**config.mk**
```make
export PLATFORM = sky130hd
export DESIGN_NAME = fhn_array_flat
export DESIGN_NICKNAME = d
export VERILOG_FILES = /design/src/rtl/fhn_pkg.sv /design/src/rtl/fhn_if.sv /design/src/rtl/fhn_euler_step.sv /design/src/rtl/fhn_array.sv /design/src/flat_wrapper.sv
export SDC_FILE = /design/constraint.sdc
export NUM_CORES = 2
export LEC_CHECK = 0
export CAP_MARGIN = 5
export CELL_PAD_IN_SITES_DETAIL_PLACEMENT = 1
export CELL_PAD_IN_SITES_GLOBAL_PLACEMENT = 1
export CORE_MARGIN = 4
export CORE_UTILIZATION = 35
export CTS_BUF_LIST = sky130_fd_sc_hd__clkbuf_16
export CTS_CLUSTER_SIZE = 16
export DETAILED_ROUTE_END_ITERATION = 10
export GPL_TIMING_DRIVEN = 1
export PLACE_DENSITY = 0.62
export SKIP_CTS_REPAIR_TIMING = 1
export SYNTH_ARGS = -nofsm -noshare
export SYNTH_HDL_FRONTEND = slang
export SYNTH_SLANG_ARGS = --single-unit
```
**constraint.sdc**
```tcl
create_clock -name clk -period 12.2 [get_ports clk]
set_clock_uncertainty 0.1 [all_clocks]
set_input_delay 3.66 -clock clk [delete_from_list [all_inputs] [get_ports clk]]
set_output_delay 3.66 -clock clk [all_outputs]
set_load 0.01 [all_outputs]
```
**src/rtl/fhn_pkg.sv**
```systemverilog
// fhn_pkg: Q-format defaults, FSM state encoding and saturation helper for fhn_array (rev 1.0).
`default_nettype none

package fhn_pkg;

  localparam int DEF_FRAC    = 12;
  localparam int DEF_A_Q     = 2867;
  localparam int DEF_B_Q     = 3277;
  localparam int DEF_EPS_Q   = 328;
  localparam int DEF_THIRD_Q = 1365;

  typedef enum logic [2:0] {
    IDLE = 3'd0,
    LOAD = 3'd1,
    MUL1 = 3'd2,
    MUL2 = 3'd3,
    UPD  = 3'd4,
    WB   = 3'd5,
    DONE = 3'd6
  } state_e;

  // Clamp a wide signed value into the range of a wd-bit signed word.
  function automatic logic signed [63:0] sat(input logic signed [63:0] x, input int wd);
    logic signed [63:0] hi;
    logic signed [63:0] lo;
    hi = (64'sd1 <<< (wd - 1)) - 64'sd1;
    lo = -(64'sd1 <<< (wd - 1));
    if (x > hi) begin
      sat = hi;
    end else if (x < lo) begin
      sat = lo;
    end else begin
      sat = x;
    end
  endfunction

endpackage

`default_nettype wire

```
**src/rtl/fhn_if.sv**
```systemverilog
// fhn_if: sweep handshake, stimulus write port and sample stream of fhn_array (rev 1.0).
`default_nettype none

interface fhn_if #(
  parameter int WIDTH = 16,
  parameter int CH_W  = 3
);

  logic                    start;
  logic                    busy;
  logic                    done;
  logic                    i_wr_en;
  logic [CH_W-1:0]         i_wr_addr;
  logic signed [WIDTH-1:0] i_wr_data;
  logic                    out_valid;
  logic [CH_W-1:0]         out_ch;
  logic signed [WIDTH-1:0] v_out;
  logic signed [WIDTH-1:0] w_out;
  logic                    spike;
`ifdef FHN_SAT_STICKY_EN
  logic                    sat_flag;

  modport master (
    output start, i_wr_en, i_wr_addr, i_wr_data,
    input  busy, done, out_valid, out_ch, v_out, w_out, spike, sat_flag
  );

  modport slave (
    input  start, i_wr_en, i_wr_addr, i_wr_data,
    output busy, done, out_valid, out_ch, v_out, w_out, spike, sat_flag
  );
`else
  modport master (
    output start, i_wr_en, i_wr_addr, i_wr_data,
    input  busy, done, out_valid, out_ch, v_out, w_out, spike
  );

  modport slave (
    input  start, i_wr_en, i_wr_addr, i_wr_data,
    output busy, done, out_valid, out_ch, v_out, w_out, spike
  );
`endif

endinterface

`default_nettype wire

```
**src/rtl/fhn_euler_step.sv**
```systemverilog
// fhn_euler_step: registered LOAD/MUL1/MUL2/UPD forward-Euler datapath for one FitzHugh-Nagumo neuron (rev 1.0).
`default_nettype none

module fhn_euler_step
  import fhn_pkg::*;
#(
  parameter int WIDTH    = 16,
  parameter int FRAC     = DEF_FRAC,
  parameter int DT_SHIFT = 4,
  parameter int A_Q      = DEF_A_Q,
  parameter int B_Q      = DEF_B_Q,
  parameter int EPS_Q    = DEF_EPS_Q,
  parameter int THIRD_Q  = DEF_THIRD_Q
) (
  input  logic                    clk,
  input  logic                    rst_n,
  input  logic                    ld_en,
  input  logic                    mul1_en,
  input  logic                    mul2_en,
  input  logic                    upd_en,
  input  logic signed [WIDTH-1:0] v_in,
  input  logic signed [WIDTH-1:0] w_in,
  input  logic signed [WIDTH-1:0] i_in,
  output logic signed [WIDTH-1:0] v_old,
  output logic signed [WIDTH-1:0] v_new,
  output logic signed [WIDTH-1:0] w_new,
  output logic                    sat_v,
  output logic                    sat_w
);

  localparam int XW = 3 * WIDTH;
  localparam logic signed [XW-1:0] K_A     = XW'(A_Q);
  localparam logic signed [XW-1:0] K_B     = XW'(B_Q);
  localparam logic signed [XW-1:0] K_EPS   = XW'(EPS_Q);
  localparam logic signed [XW-1:0] K_THIRD = XW'(THIRD_Q);

  logic signed [WIDTH-1:0] v_q, v_d, w_q, w_d, i_q, i_d;
  logic signed [WIDTH-1:0] v_new_q, v_new_d, w_new_q, w_new_d;
  logic signed [XW-1:0]    sq_q, sq_d, bw_q, bw_d, c3_q, c3_d;
  logic                    sat_v_q, sat_v_d, sat_w_q, sat_w_d;

  logic signed [XW-1:0] v_x, w_x, i_x, cube, dv, dw, v_sum, w_sum;
  logic signed [63:0]   v_clamped, w_clamped;

  assign v_x   = XW'(v_q);
  assign w_x   = XW'(w_q);
  assign i_x   = XW'(i_q);
  assign cube  = (sq_q * v_x) >>> FRAC;
  assign dv    = v_x - c3_q - w_x + i_x;
  assign dw    = (K_EPS * (v_x + K_A - bw_q)) >>> FRAC;
  assign v_sum = v_x + (dv >>> DT_SHIFT);
  assign w_sum = w_x + (dw >>> DT_SHIFT);

  // Only the final state update is clamped; intermediates are wide enough not to wrap.
  assign v_clamped = sat(64'(v_sum), WIDTH);
  assign w_clamped = sat(64'(w_sum), WIDTH);

  always_comb begin
    v_d     = v_q;
    w_d     = w_q;
    i_d     = i_q;
    sq_d    = sq_q;
    bw_d    = bw_q;
    c3_d    = c3_q;
    v_new_d = v_new_q;
    w_new_d = w_new_q;
    sat_v_d = sat_v_q;
    sat_w_d = sat_w_q;
    if (ld_en) begin
      v_d = v_in;
      w_d = w_in;
      i_d = i_in;
    end
    if (mul1_en) begin
      sq_d = (v_x * v_x) >>> FRAC;
      bw_d = (K_B * w_x) >>> FRAC;
    end
    if (mul2_en) begin
      c3_d = (cube * K_THIRD) >>> FRAC;
    end
    if (upd_en) begin
      v_new_d = WIDTH'(v_clamped);
      w_new_d = WIDTH'(w_clamped);
      sat_v_d = (v_clamped != 64'(v_sum));
      sat_w_d = (w_clamped != 64'(w_sum));
    end
  end

  always_ff @(posedge clk) begin
    if (!rst_n) begin
      v_q     <= '0;
      w_q     <= '0;
      i_q     <= '0;
      sq_q    <= '0;
      bw_q    <= '0;
      c3_q    <= '0;
      v_new_q <= '0;
      w_new_q <= '0;
      sat_v_q <= 1'b0;
      sat_w_q <= 1'b0;
    end else begin
      v_q     <= v_d;
      w_q     <= w_d;
      i_q     <= i_d;
      sq_q    <= sq_d;
      bw_q    <= bw_d;
      c3_q    <= c3_d;
      v_new_q <= v_new_d;
      w_new_q <= w_new_d;
      sat_v_q <= sat_v_d;
      sat_w_q <= sat_w_d;
    end
  end

  assign v_old = v_q;
  assign v_new = v_new_q;
  assign w_new = w_new_q;
  assign sat_v = sat_v_q;
  assign sat_w = sat_w_q;

endmodule

`default_nettype wire

```
**src/rtl/fhn_array.sv**
```systemverilog
// fhn_array: NUM_CH FitzHugh-Nagumo neurons time-multiplexed over one Euler datapath (rev 1.0).
// Optional FHN_SAT_STICKY_EN adds a sticky sat_flag output on the interface.
`default_nettype none

module fhn_array
  import fhn_pkg::*;
#(
  parameter int WIDTH    = 16,
  parameter int FRAC     = DEF_FRAC,
  parameter int NUM_CH   = 8,
  parameter int DT_SHIFT = 4,
  parameter int A_Q      = DEF_A_Q,
  parameter int B_Q      = DEF_B_Q,
  parameter int EPS_Q    = DEF_EPS_Q,
  parameter int THIRD_Q  = DEF_THIRD_Q,
  parameter int V_TH     = 2048
) (
  input logic  clk,
  input logic  rst_n,
  fhn_if.slave bus
);

  localparam int CH_W = (NUM_CH > 1) ? $clog2(NUM_CH) : 1;
  localparam logic [CH_W-1:0]         LAST_CH = CH_W'(NUM_CH - 1);
  localparam logic signed [WIDTH-1:0] V_TH_W  = WIDTH'(V_TH);

  state_e          state_q, state_d;
  logic [CH_W-1:0] ch_q, ch_d;
  logic [CH_W-1:0] out_ch_q, out_ch_d;

  logic signed [WIDTH-1:0] v_mem_q [NUM_CH];
  logic signed [WIDTH-1:0] v_mem_d [NUM_CH];
  logic signed [WIDTH-1:0] w_mem_q [NUM_CH];
  logic signed [WIDTH-1:0] w_mem_d [NUM_CH];
  logic signed [WIDTH-1:0] i_mem_q [NUM_CH];
  logic signed [WIDTH-1:0] i_mem_d [NUM_CH];

  logic                    wr_ok;
  logic signed [WIDTH-1:0] i_load;
  logic signed [WIDTH-1:0] v_old, v_new, w_new;
  logic                    sat_v, sat_w;

  always_comb begin
    state_d = state_q;
    ch_d    = ch_q;
    unique case (state_q)
      IDLE: begin
        if (bus.start) begin
          state_d = LOAD;
          ch_d    = '0;
        end
      end
      LOAD: state_d = MUL1;
      MUL1: state_d = MUL2;
      MUL2: state_d = UPD;
      UPD:  state_d = WB;
      WB: begin
        if (ch_q == LAST_CH) begin
          state_d = DONE;
        end else begin
          state_d = LOAD;
          ch_d    = ch_q + CH_W'(1);
        end
      end
      DONE:    state_d = IDLE;
      default: state_d = IDLE;
    endcase
  end

  assign wr_ok = bus.i_wr_en && (32'(bus.i_wr_addr) < NUM_CH);

  // A stimulus write landing in the LOAD cycle of the same channel is forwarded.
  assign i_load = (wr_ok && (bus.i_wr_addr == ch_q)) ? bus.i_wr_data : i_mem_q[ch_q];

  always_comb begin
    v_mem_d  = v_mem_q;
    w_mem_d  = w_mem_q;
    i_mem_d  = i_mem_q;
    out_ch_d = out_ch_q;
    if (state_q == WB) begin
      v_mem_d[ch_q] = v_new;
      w_mem_d[ch_q] = w_new;
    end
    if (wr_ok) begin
      i_mem_d[bus.i_wr_addr] = bus.i_wr_data;
    end
    if (state_q == UPD) begin
      out_ch_d = ch_q;
    end
  end

  always_ff @(posedge clk) begin
    if (!rst_n) begin
      state_q  <= IDLE;
      ch_q     <= '0;
      out_ch_q <= '0;
      v_mem_q  <= '{default: '0};
      w_mem_q  <= '{default: '0};
      i_mem_q  <= '{default: '0};
    end else begin
      state_q  <= state_d;
      ch_q     <= ch_d;
      out_ch_q <= out_ch_d;
      v_mem_q  <= v_mem_d;
      w_mem_q  <= w_mem_d;
      i_mem_q  <= i_mem_d;
    end
  end

  fhn_euler_step #(
    .WIDTH   (WIDTH),
    .FRAC    (FRAC),
    .DT_SHIFT(DT_SHIFT),
    .A_Q     (A_Q),
    .B_Q     (B_Q),
    .EPS_Q   (EPS_Q),
    .THIRD_Q (THIRD_Q)
  ) u_step (
    .clk    (clk),
    .rst_n  (rst_n),
    .ld_en  (state_q == LOAD),
    .mul1_en(state_q == MUL1),
    .mul2_en(state_q == MUL2),
    .upd_en (state_q == UPD),
    .v_in   (v_mem_q[ch_q]),
    .w_in   (w_mem_q[ch_q]),
    .i_in   (i_load),
    .v_old  (v_old),
    .v_new  (v_new),
    .w_new  (w_new),
    .sat_v  (sat_v),
    .sat_w  (sat_w)
  );

  // The datapath result registers double as the held output sample.
  assign bus.busy      = (state_q != IDLE);
  assign bus.done      = (state_q == DONE);
  assign bus.out_valid = (state_q == WB);
  assign bus.out_ch    = out_ch_q;
  assign bus.v_out     = v_new;
  assign bus.w_out     = w_new;
  assign bus.spike     = (state_q == WB) && (v_old < V_TH_W) && (v_new >= V_TH_W);

`ifdef FHN_SAT_STICKY_EN
  logic sat_flag_q, sat_flag_d;

  always_comb begin
    sat_flag_d = sat_flag_q | ((state_q == WB) & (sat_v | sat_w));
  end

  always_ff @(posedge clk) begin
    if (!rst_n) begin
      sat_flag_q <= 1'b0;
    end else begin
      sat_flag_q <= sat_flag_d;
    end
  end

  assign bus.sat_flag = sat_flag_q;
`else
  logic sat_unused;
  assign sat_unused = sat_v | sat_w;
`endif

endmodule

`default_nettype wire

```
**src/flat_wrapper.sv**
```systemverilog
// flat-port wrapper written by rule: the top's interface ports become plain ports
module fhn_array_flat import fhn_pkg::*;
#(
  parameter int WIDTH    = 16,
  parameter int FRAC     = DEF_FRAC,
  parameter int NUM_CH   = 8,
  parameter int DT_SHIFT = 4,
  parameter int A_Q      = DEF_A_Q,
  parameter int B_Q      = DEF_B_Q,
  parameter int EPS_Q    = DEF_EPS_Q,
  parameter int THIRD_Q  = DEF_THIRD_Q,
  parameter int V_TH     = 2048
)
  (clk, rst_n, bus_start, bus_i_wr_en, bus_i_wr_addr, bus_i_wr_data, bus_busy, bus_done, bus_out_valid, bus_out_ch, bus_v_out, bus_w_out, bus_spike);
  fhn_if #(.WIDTH(WIDTH), .CH_W((3))) bus_i ();
  input logic clk;
  input logic rst_n;
  input wire logic [$bits(bus_i.start)-1:0] bus_start;
  input wire logic [$bits(bus_i.i_wr_en)-1:0] bus_i_wr_en;
  input wire logic [$bits(bus_i.i_wr_addr)-1:0] bus_i_wr_addr;
  input wire logic [$bits(bus_i.i_wr_data)-1:0] bus_i_wr_data;
  output wire logic [$bits(bus_i.busy)-1:0] bus_busy;
  output wire logic [$bits(bus_i.done)-1:0] bus_done;
  output wire logic [$bits(bus_i.out_valid)-1:0] bus_out_valid;
  output wire logic [$bits(bus_i.out_ch)-1:0] bus_out_ch;
  output wire logic [$bits(bus_i.v_out)-1:0] bus_v_out;
  output wire logic [$bits(bus_i.w_out)-1:0] bus_w_out;
  output wire logic [$bits(bus_i.spike)-1:0] bus_spike;
  assign bus_i.start = bus_start;
  assign bus_i.i_wr_en = bus_i_wr_en;
  assign bus_i.i_wr_addr = bus_i_wr_addr;
  assign bus_i.i_wr_data = bus_i_wr_data;
  assign bus_busy = bus_i.busy;
  assign bus_done = bus_i.done;
  assign bus_out_valid = bus_i.out_valid;
  assign bus_out_ch = bus_i.out_ch;
  assign bus_v_out = bus_i.v_out;
  assign bus_w_out = bus_i.w_out;
  assign bus_spike = bus_i.spike;
  fhn_array #(.WIDTH(WIDTH), .FRAC(FRAC), .NUM_CH(NUM_CH), .DT_SHIFT(DT_SHIFT), .A_Q(A_Q), .B_Q(B_Q), .EPS_Q(EPS_Q), .THIRD_Q(THIRD_Q), .V_TH(V_TH)) u_core (.clk(clk), .rst_n(rst_n), .bus(bus_i));
endmodule
```
==> flow_summary.toml <==
[pwr]
power_density_mw_per_mm2 = 278.7
leakage_nw = 28.16
ir_drop_mv = 0.4951
finalPower_mw = 18.03
p_comb_share_pct = 78.3
power.switching_mw = 9.603
p_clk_share_pct = 10.5
swShare_pct = 53.28
cell_internal_pwr_mw = 8.422
power_frac_seq_pct = 11.1

[synthesis]
ys_async_sr_fraction_pct = 0
ys.flop_type = "dfxtp_1"
syn_area_mm2 = 0.05963
postSynthCellCount = 6673
seq_area_frac_synth_pct = 18.33
synth-edff-count = 0
synth_cell_type_count = 86
yosysWarnings = 0
synth_area_per_cell_um2 = 8.935
syn_nets = 8031
ys_ff_latch = 546

[setup_path]
r2r_slack_ns = 0.72
rr_worst_depth = 41
required_ns = 12.69
max_stage_delay_ns = 0.60
endpoint = "u_core.u_step.c3_q[34]"
critical_path.endpoint_type = "flop"
crit_path_frequent_cell = "fa_1"
crit_arrival_ns = 11.97
worstSetupStartpoint = "u_core.u_step.sq_q[9]"
critPathLaunchType = "flop"
rr_endpoint = "u_core.u_step.c3_q[34]"
cp_max_fo = 10
worstSetupPathType = "flop to flop"
crit_path_top_delay_cell = "dfxtp_1"
r2r-start = "u_core.u_step.sq_q[9]"

[floorplan]
die_h_um = 420.7
row_count = 151
io_pins = 62
core_area_mm2 = 0.1693
dieArea_mm2 = 0.1770
dieWidth_um = 420.7
start_util_pct = 35.22

[place]
place_area_mm2 = 0.06263
io_buffers = 61
gp_congestion = 0.8399
hpwlAfterDp_um = 136500

[clock_network]
numCtsBuffers = 66
clk-insertion-delay-late_ns = 0.66
cts_root_buffer = "clkbuf_16"
cts.path.max_buffers = 3
clkSinkCount = 546
htreeDepth = 3
cts_tree = "yes"
clk_pin_slew_ns = 0.07

[grt]
grt_max_degree = 192
grt_pass1_wl_um = 283000
grt_pass1_vias = 48940
antenna_found_initial = 5
grt_overflow_total = 0
track_usage_pct = 20.34

[outcome]
run_status = "finished clean"

[drt]
vias_per_cell = 5.061
drt_iter0_markers = 1983
via_count = 44670
remaining_drc_errors = 0
wl_per_cell_um = 20.11
wirelength_um = 177500
drt_first_pass_iters = 7
ant_nets = 0

[job]
maxCapViolCount = 0

[finish]
layout-drive-gt1-share_pct = 5.630
final_area_mm2 = 0.06468
final_cell_mix = "nand2_1, inv_1, fa_1"
final_nets = 7915
layout_commonest_cell = "nand2_1"
finish.utilization_pct = 38.21
area_delta_synth_final_pct = 8.469

[timing]
period_needed_ns = 11.48
fin_crit_sh_pct = 94.13
slew_headroom_pct = 18.51
setup_tns_ns = 0
tightest_slew_ns = 1.218
rsz0062_at_grt = "no"
finalMaxSlewViolations = 0
hold_violations = 0
setup-violations-final = 0
max_freq_mhz = 87.08

[min_path]
hp-class = "flop to flop"
min_path_cells = 2
## flip-flops by register name, summed over array words and instances, names as in the netlist
| signal | count |
|---|---|
| u_core.bus.out_ch | 3 |
| u_core.ch_q | 3 |
| u_core.i_mem_q | 128 |
| u_core.state_q | 3 |
| u_core.u_step.bw_q | 17 |
| u_core.u_step.c3_q | 36 |
| u_core.u_step.i_q | 16 |
| u_core.u_step.sq_q | 20 |
| u_core.u_step.v_new | 16 |
| u_core.u_step.v_old | 16 |
| u_core.u_step.w_new | 16 |
| u_core.u_step.w_q | 16 |
| u_core.v_mem_q | 128 |
| u_core.w_mem_q | 128 |
## cells in the mapped netlist (all sizes together), types with 15 or more instances
| cell type | n | share of area (%) |
|---|---|---|
| o211a | 39 | 0.65 |
| o22ai | 15 | 0.26 |
| inv | 1097 | 6.9 |
| dfxtp | 546 | 18 |
| o31ai | 16 | 0.21 |
| fa | 799 | 27 |
| nor3 | 63 | 0.55 |
| ha | 536 | 11 |
| mux4 | 96 | 3.6 |
| and2 | 233 | 2.4 |
| buf | 25 | 0.20 |
| o211ai | 38 | 0.49 |
| a21o | 74 | 0.93 |
| clkbuf | 320 | 2.0 |
| nand2 | 1194 | 7.5 |
| nand4 | 23 | 0.24 |
| nand3 | 67 | 0.56 |
| o21ai | 155 | 1.3 |
| and3 | 19 | 0.20 |
| xnor2 | 130 | 1.9 |
| nor2b | 32 | 0.34 |
| nor2 | 177 | 1.1 |
| o21bai | 15 | 0.19 |
| xor2 | 55 | 0.82 |
| a21oi | 178 | 1.5 |
| nand2b | 45 | 0.47 |
| mux2i | 59 | 0.99 |
| a21boi | 421 | 5.3 |
| o21a | 48 | 0.60 |
## per-stage QoR
stage	setup slack (ns)	hold slack [ns]	std cells
after floorplan	0.3512	0.3250	6673
after global placement	0.6781	0.3401	8707
after detailed placement	0.3710	0.3489	8707
after CTS	0.2975	0.3644	8826
after global routing	0.03805	0.3818	8826
final	0.7164	0.3622	8827
## layout make-up
type / count / area (µm²)
Clock buffer: 67 / 1677
Sequential cell: 546 / 10960
Tap cell: 2218 / 2775
Multi-Input combinational cell: 4679 / 43360
Inverter: 1103 / 4140
Clock inverter: 52 / 351.6
Timing Repair Buffer: 161 / 1408
Fill cell: 19660 / 104600
Antenna cell: 1 / 2.502
## cell families (layout without fill, tap and decap cells)
kind of cell,count (synthesis),after routing,synth area share [%]
muxes,160,160,4.711
xor gates and xnor gates,185,185,2.730
DFF,546,546,18.33
and+or+nand+nor,1920,1920,14.27
buffers and inverters,1448,1383,9.155
other,0,1,0
AOI/OAI and AO/OA,1079,1079,12.73
adders and majority gates,1335,1335,38.07
## worst min-delay path by stage
| stage | start | endpoint | slack (ns) |
|---|---|---|---|
| 4_1_cts | u_core.w_mem_q[35] | u_core.w_mem_q[35] | 0.36 |
| 2_1_floorplan | u_core.u_step.c3_q[16] | u_core.u_step.c3_q[16] | 0.33 |
| 3_5_place_dp | u_core.u_step.c3_q[33] | u_core.u_step.c3_q[33] | 0.35 |
| 5_1_grt | u_core.i_mem_q[111] | u_core.i_mem_q[111] | 0.38 |
| 6_report | u_core.i_mem_q[89] | u_core.i_mem_q[89] | 0.36 |
| 3_3_place_gp | u_core.u_step.c3_q[26] | u_core.u_step.c3_q[26] | 0.34 |
## power by group through the flow
stage,registers (mW),clock network (mW),logic [mW]
finish,2.01,1.90,14.1
global route,2.02,2.02,16.1
CTS,2.01,1.96,14.3
detailed placement,2.05,0,14.1
global placement,2.04,0,13.8
floorplan,1.96,0,10.4
## worst max-delay path: cells and delay by family, from the launching register on
kind            cells  cell delay, ns
compound gates     14            3.04
xor+xnor            1            0.26
fa+ha+maj          12            5.49
buf+inv             6            0.41
flops               1            0.60
simple gates        8            1.54
## per-layer routing
layer | track usage (%) | routed length, µm | vias to the layer above | part of all wire, %
li1 | - | - | 20980 | -
met1 | 27.17 | 81360 | 23060 | 46
met2 | 35.90 | 87980 | 473 | 50
met3 | 1.793 | 4537 | 152 | 2.6
met4 | 4.311 | 3620 | 2 | 2.0
met5 | 0 | 16 | - | 0.0090
No activity file was read; power rests on OpenSTA's default activity.
